### src/rtl/pu_policy_loader.sv
// pu_policy_loader: boot-time AXI4-Lite policy programmer for NUM_PU protection units; define PU_LOADER_VERIFY_EN for readback verify.
module pu_policy_loader #(
    parameter int unsigned NUM_PU        = 2,
    parameter logic [31:0] PU_BASE       = 32'h0000_0000,
    parameter logic [31:0] PU_STRIDE     = 32'h0001_0000,
    parameter logic [31:0] POLICY_OFFSET = 32'h40,
    parameter logic [31:0] VERIFY_MASK   = 32'hFFFF_FFFF
) (
    input  logic                   aclk,
    input  logic                   aresetn,
    input  logic                   start,
    input  logic [NUM_PU*32-1:0]   policy_in,
    output logic                   busy,
    output logic                   done,
    output logic                   error,
    output logic [3:0]             err_index,
    output logic [1:0]             err_code,
    output logic [31:0]            m_axi_awaddr,
    output logic [2:0]             m_axi_awprot,
    output logic                   m_axi_awvalid,
    input  logic                   m_axi_awready,
    output logic [31:0]            m_axi_wdata,
    output logic [3:0]             m_axi_wstrb,
    output logic                   m_axi_wvalid,
    input  logic                   m_axi_wready,
    input  logic [1:0]             m_axi_bresp,
    input  logic                   m_axi_bvalid,
    output logic                   m_axi_bready,
    output logic [31:0]            m_axi_araddr,
    output logic [2:0]             m_axi_arprot,
    output logic                   m_axi_arvalid,
    input  logic                   m_axi_arready,
    input  logic [31:0]            m_axi_rdata,
    input  logic [1:0]             m_axi_rresp,
    input  logic                   m_axi_rvalid,
    output logic                   m_axi_rready
);
    typedef enum logic [2:0] {
        IDLE, WR, WB,
`ifdef PU_LOADER_VERIFY_EN
        RD, RR,
`endif
        DONE, ERR
    } state_e;

    state_e              state_q, state_d;
    logic [3:0]          idx_q, idx_d;
    logic [NUM_PU*32-1:0] shadow_q, shadow_d;
    logic [31:0]         addr_q, addr_d, wdata_q, wdata_d;
    logic                awvalid_q, awvalid_d, wvalid_q, wvalid_d, bready_q, bready_d;
    logic                busy_q, busy_d, done_q, done_d, error_q, error_d;
    logic [3:0]          err_index_q, err_index_d;
    logic [1:0]          err_code_q, err_code_d;
    logic                advance, last;
    logic [3:0]          idx_nx;

    function automatic logic [31:0] pu_addr(input logic [3:0] i);
        return PU_BASE + 32'(i) * PU_STRIDE + POLICY_OFFSET;
    endfunction

    assign last   = idx_q == 4'(NUM_PU - 1);
    assign idx_nx = idx_q + 4'd1;

`ifdef PU_LOADER_VERIFY_EN
    logic arvalid_q, arvalid_d, rready_q, rready_d;
    assign m_axi_arvalid = arvalid_q;
    assign m_axi_rready  = rready_q;
`else
    logic unused_ok;
    assign unused_ok     = ^{VERIFY_MASK, m_axi_arready, m_axi_rvalid, m_axi_rresp, m_axi_rdata};
    assign m_axi_arvalid = 1'b0;
    assign m_axi_rready  = 1'b0;
`endif

    always_comb begin
        state_d     = state_q;
        idx_d       = idx_q;
        shadow_d    = shadow_q;
        addr_d      = addr_q;
        wdata_d     = wdata_q;
        awvalid_d   = awvalid_q;
        wvalid_d    = wvalid_q;
        bready_d    = bready_q;
        busy_d      = busy_q;
        done_d      = done_q;
        error_d     = error_q;
        err_index_d = err_index_q;
        err_code_d  = err_code_q;
`ifdef PU_LOADER_VERIFY_EN
        arvalid_d   = arvalid_q;
        rready_d    = rready_q;
`endif
        advance     = 1'b0;
        case (state_q)
            IDLE: if (start) begin
                shadow_d    = policy_in;
                done_d      = 1'b0;
                error_d     = 1'b0;
                err_index_d = 4'd0;
                err_code_d  = 2'b00;
                idx_d       = 4'd0;
                addr_d      = pu_addr(4'd0);
                wdata_d     = policy_in[31:0];
                awvalid_d   = 1'b1;
                wvalid_d    = 1'b1;
                busy_d      = 1'b1;
                state_d     = WR;
            end
            // AW and W retire independently; move on only once both have gone
            WR: begin
                awvalid_d = awvalid_q & ~m_axi_awready;
                wvalid_d  = wvalid_q & ~m_axi_wready;
                if (!awvalid_d && !wvalid_d) begin
                    bready_d = 1'b1;
                    state_d  = WB;
                end
            end
            WB: if (m_axi_bvalid) begin
                bready_d = 1'b0;
                if (m_axi_bresp != 2'b00) begin
                    err_code_d  = 2'b01;
                    err_index_d = idx_q;
                    state_d     = ERR;
                end
`ifdef PU_LOADER_VERIFY_EN
                else begin
                    arvalid_d = 1'b1;
                    state_d   = RD;
                end
`else
                else advance = 1'b1;
`endif
            end
`ifdef PU_LOADER_VERIFY_EN
            RD: if (m_axi_arready) begin
                arvalid_d = 1'b0;
                rready_d  = 1'b1;
                state_d   = RR;
            end
            RR: if (m_axi_rvalid) begin
                rready_d = 1'b0;
                if (m_axi_rresp != 2'b00) begin
                    err_code_d  = 2'b10;
                    err_index_d = idx_q;
                    state_d     = ERR;
                end else if (((m_axi_rdata ^ shadow_q[32*idx_q +: 32]) & VERIFY_MASK) != 32'd0) begin
                    err_code_d  = 2'b11;
                    err_index_d = idx_q;
                    state_d     = ERR;
                end else advance = 1'b1;
            end
`endif
            DONE: begin
                done_d  = 1'b1;
                busy_d  = 1'b0;
                state_d = IDLE;
            end
            ERR: begin
                error_d = 1'b1;
                busy_d  = 1'b0;
                state_d = IDLE;
            end
            default: state_d = IDLE;
        endcase
        if (advance) begin
            if (last) state_d = DONE;
            else begin
                idx_d     = idx_nx;
                addr_d    = pu_addr(idx_nx);
                wdata_d   = shadow_q[32*idx_nx +: 32];
                awvalid_d = 1'b1;
                wvalid_d  = 1'b1;
                state_d   = WR;
            end
        end
    end

    always_ff @(posedge aclk or negedge aresetn) begin
        if (!aresetn) begin
            state_q     <= IDLE;
            idx_q       <= 4'd0;
            shadow_q    <= '0;
            addr_q      <= 32'd0;
            wdata_q     <= 32'd0;
            awvalid_q   <= 1'b0;
            wvalid_q    <= 1'b0;
            bready_q    <= 1'b0;
            busy_q      <= 1'b0;
            done_q      <= 1'b0;
            error_q     <= 1'b0;
            err_index_q <= 4'd0;
            err_code_q  <= 2'b00;
`ifdef PU_LOADER_VERIFY_EN
            arvalid_q   <= 1'b0;
            rready_q    <= 1'b0;
`endif
        end else begin
            state_q     <= state_d;
            idx_q       <= idx_d;
            shadow_q    <= shadow_d;
            addr_q      <= addr_d;
            wdata_q     <= wdata_d;
            awvalid_q   <= awvalid_d;
            wvalid_q    <= wvalid_d;
            bready_q    <= bready_d;
            busy_q      <= busy_d;
            done_q      <= done_d;
            error_q     <= error_d;
            err_index_q <= err_index_d;
            err_code_q  <= err_code_d;
`ifdef PU_LOADER_VERIFY_EN
            arvalid_q   <= arvalid_d;
            rready_q    <= rready_d;
`endif
        end
    end

    assign busy          = busy_q;
    assign done          = done_q;
    assign error         = error_q;
    assign err_index     = err_index_q;
    assign err_code      = err_code_q;
    assign m_axi_awaddr  = addr_q;
    assign m_axi_araddr  = addr_q;
    assign m_axi_awprot  = 3'b000;
    assign m_axi_arprot  = 3'b000;
    assign m_axi_awvalid = awvalid_q;
    assign m_axi_wdata   = wdata_q;
    assign m_axi_wstrb   = 4'hF;
    assign m_axi_wvalid  = wvalid_q;
    assign m_axi_bready  = bready_q;
endmodule
### config.mk
export PLATFORM = sky130hd
export DESIGN_NAME = pu_policy_loader
export DESIGN_NICKNAME = d
export VERILOG_FILES = /design/src/rtl/pu_policy_loader.sv
export SDC_FILE = /design/constraint.sdc
export NUM_CORES = 1
export LEC_CHECK = 0
export CAP_MARGIN = 20
export CORE_ASPECT_RATIO = 0.7
export CORE_UTILIZATION = 35
export CTS_CLUSTER_DIAMETER = 100
export DETAILED_ROUTE_END_ITERATION = 12
export PLACE_DENSITY = 0.63
export SETUP_SLACK_MARGIN = 0.15
export SLEW_MARGIN = 15
export SYNTH_ARGS = -nofsm -noshare
export SYNTH_HDL_FRONTEND = slang
export SYNTH_SLANG_ARGS = --single-unit
### constraint.sdc
create_clock -name aclk -period 4 [get_ports aclk]
set_input_delay 0.8 -clock aclk [delete_from_list [all_inputs] [get_ports aclk]]
set_output_delay 0.8 -clock aclk [all_outputs]
set_load 0.01 [all_outputs]
Word-level counts from Yosys, hierarchy flattened
Cells that the tools add are included.

Logic and storage cells: 97. Output and inout bits: 120. Register bits after elaboration: 147. Input port bits: 108.

Equality and inequality tests: 13. Reduce and logical (&&, ||, !) cells: 18. Add/subtract/negate cells: 2. Bitwise operators: 4. Mux-type cells: 46. Shifts and indexed selects: 1.

Operator list (number): $mux W32 (8); $shiftx A64 B10 Y32 (1); $mux W4 (7); $add A20 B7 Y21 const B (1); $mux W3 (5); $mux W1 (13); $ne A3 B3 Y1 const B (4); $pmux W1 S2 (6); $reduce_bool A2 Y1 (6); $pmux W3 S3 (1); $mux W2 (4); $ne A2 B2 Y1 const B (4); $pmux W4 S2 (1); $reduce_and A2 Y1 (4); $reduce_and A4 Y1 (2); $eq A3 B2 Y1 const B (2); $add A4 B1 Y4 const B (1); $eq A4 B1 Y1 const B (1); $pmux W2 S2 (1); $eq A3 B1 Y1 const B (1); $eq A3 B3 Y1 const B (1); $logic_not A3 Y1 (1); $reduce_and A3 Y1 (1); $and A1 B1 Y1 (2); other kinds (4) (6).

Depth between registers and ports, before layout
Gate-level depths: netlist (run 1).

Word-level depth: 7. Mapped depth: 7. Mapped depth without buffers: 5.

Least setup slack after synthesis (run 1)
Ideal clock, no wire load.

Path type: input-to-reg. Start: input start. End: register addr_q[18], in the netlist m_axi_araddr[18]. Cell stages on the path: 4. Path buffers: 2. Data arrival time: 1.769 ns. Library setup time: 0.122 ns. Path slack: 2.109 ns. Required time: 3.878 ns. Path through: or4b_1 buf_2 clkbuf_1 a32o_1.

Word-level cells in the longest chain between the ends: 4.

RTL lines: start, declared (RTL line 11) `input logic start,`; $mux W32 (*) (RTL line 95) `IDLE: if (start) begin`; $mux W32 (*) (RTL line 94) `case (state_q)`; $mux W32 (RTL line 166) `if (last) state_d = DONE;`; $mux W32 (*) (RTL line 165) `if (advance) begin`; net addr_d[18] (RTL line 49) `logic [31:0] addr_q, addr_d, wdata_q, wdata_d;`; end signal, assigned (RTL line 201) `addr_q <= addr_d;`; end, declared (RTL line 49).

The timed path passes the listed nets; every way through them passes the cells marked *. A chain may end at the register's enable or synchronous reset.

Worst setup path after layout (run 1)
Start: input m_axi_bresp[1]. End: register wdata_q[18], in the netlist m_axi_wdata[18].

Word-level cells in the longest chain between the ends: 5.

RTL lines: start, declared (RTL line 26) `input logic [1:0] m_axi_bresp,`; $reduce_bool A2 Y1 (RTL line 120) `if (m_axi_bresp != 2'b00) begin`; $mux W1 (RTL line 120); $mux W1 (RTL line 118) `WB: if (m_axi_bvalid) begin`; $mux W1 (RTL line 94); $mux W32 (RTL line 165); net wdata_d[18] (RTL line 49); end signal, assigned (RTL line 202) `wdata_q <= wdata_d;`; end, declared (RTL line 49).

The timed path passes the listed nets, and every way through them passes these cells.

==> results of run 1 <==
## critical path, delay by kind of cell
kind	cells	cell delay [ns]
buf+inv	2	0.96
simple gates	2	0.91
mux	1	0.16
## worst paths after layout
kind | cells past startpoint | slack [ns] | start | endpoint
max in group asynchronous | 2 | 2.82 | aresetn | shadow_q[19]
worst max-delay path | 5 | 1.44 | m_axi_bresp[1] | m_axi_wdata[18]
min in group aclk | 2 | 0.47 | shadow_q[23] | shadow_q[23]
worst min register to register | 2 | 0.47 | shadow_q[23] | shadow_q[23]
worst min-delay path | 1 | 0.35 | aresetn | done
worst max register to register | 4 | 1.66 | state_q[2] | m_axi_wdata[18]
## stage by stage
stage,utilization,worst slack (ns)
after floorplan,-,2.11
after global placement,0.451,1.03
after detailed placement,0.451,0.965
after CTS,0.480,1.41
after global routing,0.481,1.30
final,0.481,1.44
## flip-flops by register name, summed over array words and instances, names as in the netlist
signal and cells:
m_axi_bready 1, err_code 1, err_index 4, m_axi_awvalid 1, m_axi_araddr 32, error 1, busy 1, shadow_q 64
m_axi_wdata 32, idx_q 4, done 1, m_axi_wvalid 1, state_q 3
## synthesized netlist by cell type, drive strengths merged
library cell | instances | area, µm²
a21bo | 2 | 20.0
a21boi | 1 | 11.3
a21oi | 4 | 20.0
a221oi | 1 | 8.76
a22o | 1 | 8.76
a311o | 1 | 10.0
a31oi | 1 | 6.26
a32o | 1 | 10.0
a32oi | 1 | 8.76
and2 | 1 | 6.26
and3 | 28 | 175
and4 | 1 | 8.76
buf | 69 | 492
clkbuf | 21 | 78.8
conb | 2 | 7.51
dfrtp | 146 | 3650
ha | 2 | 25.0
inv | 6 | 22.5
mux2 | 33 | 372
mux2i | 75 | 751
nand2 | 206 | 773
nand2b | 6 | 37.5
nand3 | 33 | 165
nand3b | 1 | 7.51
nand4 | 1 | 12.5
nor2 | 6 | 22.5
nor2b | 2 | 12.5
nor3b | 1 | 7.51
nor4 | 1 | 21.3
nor4b | 1 | 8.76
o211ai | 3 | 22.5
o21ai | 2 | 10.0
o2bb2ai | 2 | 17.5
or3b | 2 | 17.5
or4b | 1 | 10.0
xnor2 | 1 | 8.76
xor2 | 1 | 8.76
## cell families (layout without fill, tap and decap cells)
kind of cell	Yosys count	after routing	synth area share
AND/OR/NAND/NOR	291	291	0.188
flip-flops	146	146	0.533
multiplexers	108	108	0.164
buffers and inverters	96	226	0.0865
AO/OA/AOI/OAI	20	20	0.0224
adder cells (fa/ha/maj)	2	2	0.00365
other	2	13	0.00109
XOR/XNOR	2	2	0.00255
## power by group
| part | switching (µW) | internal, µW | total [µW] | leakage [µW] |
|---|---|---|---|---|
| logic | 1090 | 1140 | 2230 | 0.00237 |
| clock network | 657 | 862 | 1520 | 0.000260 |
| registers | 335 | 2010 | 2340 | 0.00184 |
| total | 2080 | 4010 | 6090 | 0.00447 |
## layout make-up
class / instances / area (µm²) / share of cell area
clock buffers: 18 / 429 / 0.0469
clock inverters: 14 / 130 / 0.0142
inverters: 6 / 22.5 / 0.00246
multi-input cells: 436 / 2680 / 0.293
flip-flops and latches: 146 / 3650 / 0.399
well taps: 264 / 330 / 0.0361
repair buffers: 188 / 1910 / 0.208
## layer usage
metal / global-route usage / part of all wire / up-vias
met1: 0.259 / 0.53 / 2433
met5: 0 / 0 / -
met4: 0.0349 / 0.0054 / 0
li1: - / - / 2406
met2: 0.234 / 0.42 / 128
met3: 0.0485 / 0.050 / 7
==> metrics.txt, run 1 <==
Final Instance Area=9160 µm²; leading cell type in the layout, fill and taps excluded=nand2_1; H-tree depth=4; Fill cells=1808; Netlist cell types=41; first-pass GRT wire length=26.9 mm; Worst-path clk slew=0.06 ns; final non-filler cell total=1072; clk_lat worst skew=0.41 ns; Initial Util=0.361; Syn-to-layout area delta=33.5%; Clock Sinks=146; GP Congestion=0.736; period utilization=0.640; Root Driver=clkbuf_16; sequential area share after synthesis=0.533; total power=6090 µW; CTS tree=done; dpl hpwl=10.1 mm; IO Pins=228; CP Cell Sequence=clkdlybuf4s50_1, nor4_4, nand4_4, buf_4, mux2i_1; cells after synthesis=667; Ant. Diodes=0; CTS hold repair buffers=0; worst hold slack=0.346 ns; die width=169 µm; worst-path fanout max=39; VDD IR max=0.000335 V; placed insts=1039; Slowest cell on crit path=nand4_4; die height=119 µm; Hold Fails Final Rpt=0; Critical Path AT=2.85 ns; commonest cells after routing, fill and taps aside=nand2_1, clkdlybuf4s50_1, dfrtp_1, mux2i_1; worst hold-check path type=in2async; Final TNS setup=0 ns; Leak Pwr=0.00447 µW; slew margin rel.=0.554; initial drt markers=360; Post-Synthesis Mean Instance Area=10.3 µm²; outcome=complete, no violations; # setup viols final=0; routed vias/inst=4.64; clock buffer depth=2; min cycle time layout=2.56 ns; RSZ-0062 raised after global routing=no; Final Max Slew Viols=0; All-Layer GR Usage=0.169; Setup CP Type=in2reg; Critical Path End Type=flop; CTS resizes=0; Post-DRT Antenna Nets=0; Post-DP Area=8580 µm²; Cell Area, Synth=6860 µm²; initial antenna violation count=0; # DRC=0; FP Rows=42; max-cap viol count=0; Core ar.=19000 µm²; vias in the first global route=4920; startpoint class of the critical path=primary input; 1st-pass router iterations=4; Setup Buffers After CTS=0; via count=4974; synth warn=0; CP peak stage delay=0.57 ns; post-synthesis register bit count=146; Setup Skew=0.00843 ns; Final #Nets=905; max frequency=391 MHz; Worst-Margin Slew=0.667 ns; PortBufs=178; Inserted Clock Buffers=17; Power Dens Cells=666 nW/µm²; share of cells above drive strength 1=0.105; global route total overflow=0; pin count of the biggest net entering global routing=101; Die Footprint=20200 µm²; drt wl/cell=15.1 µm; Routed Wire Length=16.2 mm; WP data required=4.29 ns
(Power assumes the default switching activity.)
==> run 2, diff against run 1 <==
Clock period 4 ns to 2.5 ns, I/O delays scaled along.
==> run 2 against run 1 <==
  * Count of clock-buffer cells in the layout is 1 higher
  * Wire length is 0.52% higher
  * Global-route usage increased by 0.23 points
  * Cell area rose by 2.5%
  * Non-clock buffer count is 8 higher
  * First-iteration DRC count fell by 12%
  * Register-to-register slack lost 1.0 ns
  * Largest power group is now combinational cells
  * Critical path type is now reg2out
  * Critical endpoint is now m_axi_araddr[19]
  * Clock skew rose by 0.0036 ns
  * Flip-flop and latch count is the same
  * Sequential power up 59%
  * Clock power is 90% higher
  * Via count is 0.44% higher
==> metrics.txt, run 2 (same netlist as run 1, synthesis figures left out) <==
Post-DRT Antenna Nets=0 (unchanged); first-pass GRT wire length=27.1 mm (was 26.9 mm); Final Max Slew Viols=0 (unchanged); via count=4996 (was 4974); Die Footprint=20200 µm² (unchanged); CTS tree=done (unchanged); die width=169 µm (unchanged); H-tree depth=4 (unchanged); leading cell type in the layout, fill and taps excluded=nand2_1 (unchanged); Worst-Margin Slew=0.584 ns (was 0.667 ns); IO Pins=228 (unchanged); RSZ-0062 raised after global routing=no (unchanged); slew margin rel.=0.611 (was 0.554); commonest cells after routing, fill and taps aside=nand2_1, clkdlybuf4s50_1, dfrtp_1, mux2i_1 (unchanged); clock buffer depth=2 (unchanged); final non-filler cell total=1079 (was 1072); vias in the first global route=4983 (was 4920); max frequency=530 MHz; die height=119 µm (unchanged); drt wl/cell=15.1 µm (about the same); period utilization=0.755; Final #Nets=913 (was 905); Routed Wire Length=16.3 mm (was 16.2 mm); Slowest cell on crit path=clkdlybuf4s50_1 (was nand4_4); Critical Path End Type=primary output (was flop); CP Cell Sequence=clkdlybuf4s50_1 (was clkdlybuf4s50_1, nor4_4, nand4_4, buf_4, mux2i_1); initial drt markers=316 (was 360); Hold Fails Final Rpt=0 (unchanged); CP startpoint=m_axi_araddr[19] (was m_axi_bresp[1]); Reg-to-Reg Start=state_q[2] (unchanged); R2R Setup Slk=0.65 ns (was 1.66 ns); Setup CP Type=reg2out (was in2reg); Worst path top cell family by delay=buffers and inverters (unchanged); Ant. Diodes=0 (unchanged); Leak Pwr=0.00459 µW (was 0.00447 µW); min cycle time layout=1.89 ns; PortBufs=178 (unchanged); max-cap viol count=0 (unchanged); WP data required=2.00 ns (was 4.29 ns); FF-to-FF End=m_axi_wdata[23] (was m_axi_wdata[18]); VDD IR max=0.000507 V (was 0.000335 V); total power=10300 µW (was 6090 µW); 1st-pass router iterations=4 (unchanged); Final Instance Area=9380 µm² (was 9160 µm²); Critical Path AT=1.39 ns (was 2.85 ns); # DRC=0 (unchanged); Setup Buffers After CTS=0 (unchanged); CTS resizes=0 (unchanged); Largest register FFs=64 (unchanged); CP peak stage delay=0.56 ns (was 0.57 ns); # setup viols final=0 (unchanged); share of cells above drive strength 1=0.112 (was 0.105); outcome=complete, no violations (unchanged); worst hold slack=0.0689 ns (was 0.346 ns); Core ar.=19000 µm² (unchanged); Power Dens Cells=1100 nW/µm² (was 666 nW/µm²); Worst-path clk slew=0.06 ns (about the same); Root Driver=clkbuf_16 (unchanged); startpoint class of the critical path=flop (was primary input); worst-path fanout max=3 (was 39); worst hold-check path type=in2async (unchanged); dpl hpwl=10.3 mm (was 10.1 mm); CTS hold repair buffers=0 (unchanged); Inserted Clock Buffers=17 (unchanged); Clock Sinks=146 (unchanged); pin count of the biggest net entering global routing=63 (was 101); Syn-to-layout area delta=36.8% (was 33.5%); routed vias/inst=4.63 (was 4.64); initial antenna violation count=0 (unchanged); global route total overflow=0 (unchanged); All-Layer GR Usage=0.172 (was 0.169); Post-DP Area=8720 µm² (was 8580 µm²); Biggest register=shadow_q (unchanged); worst path bufs/invs=1 (was 2); worst r2r path cells=5 (was 4); GP Congestion=0.758 (was 0.736); FP Rows=42 (unchanged); Final TNS setup=0 ns (unchanged); Initial Util=0.361 (unchanged); placed insts=1048 (was 1039); Setup Skew=0.0120 ns (was 0.00843 ns); clk_lat worst skew=0.42 ns (was 0.41 ns)
[run 2: changes by cell type in the layout (fill, tap and decap cells not counted)]
cell        before  now
bufinv_16        1    6
clkbuf_1         1    2
clkinvlp_4       5    2
inv_6            4    2
buf_4            6    9
clkinv_2         2    0
buf_12           4    9
[run 2: worst max-delay path by stage]
stage / endpoint / cells past startpoint
after floorplan: m_axi_wdata[10] / 7
after global placement: m_axi_wdata[23] / 6
after detailed placement: m_axi_wdata[14] / 5
after CTS: m_axi_araddr[19] / 1
after global routing: m_axi_wdata[25] / 5
final: m_axi_araddr[19] / 1
[run 2: cell type report]
type | instances | area (µm²)
clock buffer | 19 | 433
clock inverter | 12 | 230
fill | 1783 | 9640
inverter | 6 | 22.5
multi-input combinational | 436 | 2680
sequential | 146 | 3650
tap | 264 | 330
timing repair buffer | 196 | 2030
[run 2: report_power, final]
part	internal (µW)	leakage (µW)	total, µW	switching [µW]
clock network	1880	0.000314	2890	1020
registers	3210	0.00184	3710	497
logic	1920	0.00244	3730	1810
total	7010	0.00459	10300	3320
[run 2: through the flow]
step | util | setup WS, ns
final | 0.493 | 0.613
after global placement | 0.458 | 0.245
after global routing | 0.493 | 0.520
after floorplan | - | 0.862
after detailed placement | 0.458 | 0.247
after CTS | 0.493 | 0.577
[run 2: metal layers]
layer,track usage,share of wire
met3,0.0442,0.053
met2,0.240,0.42
met1,0.259,0.52
met5,0,0
met4,0.0456,0.0088
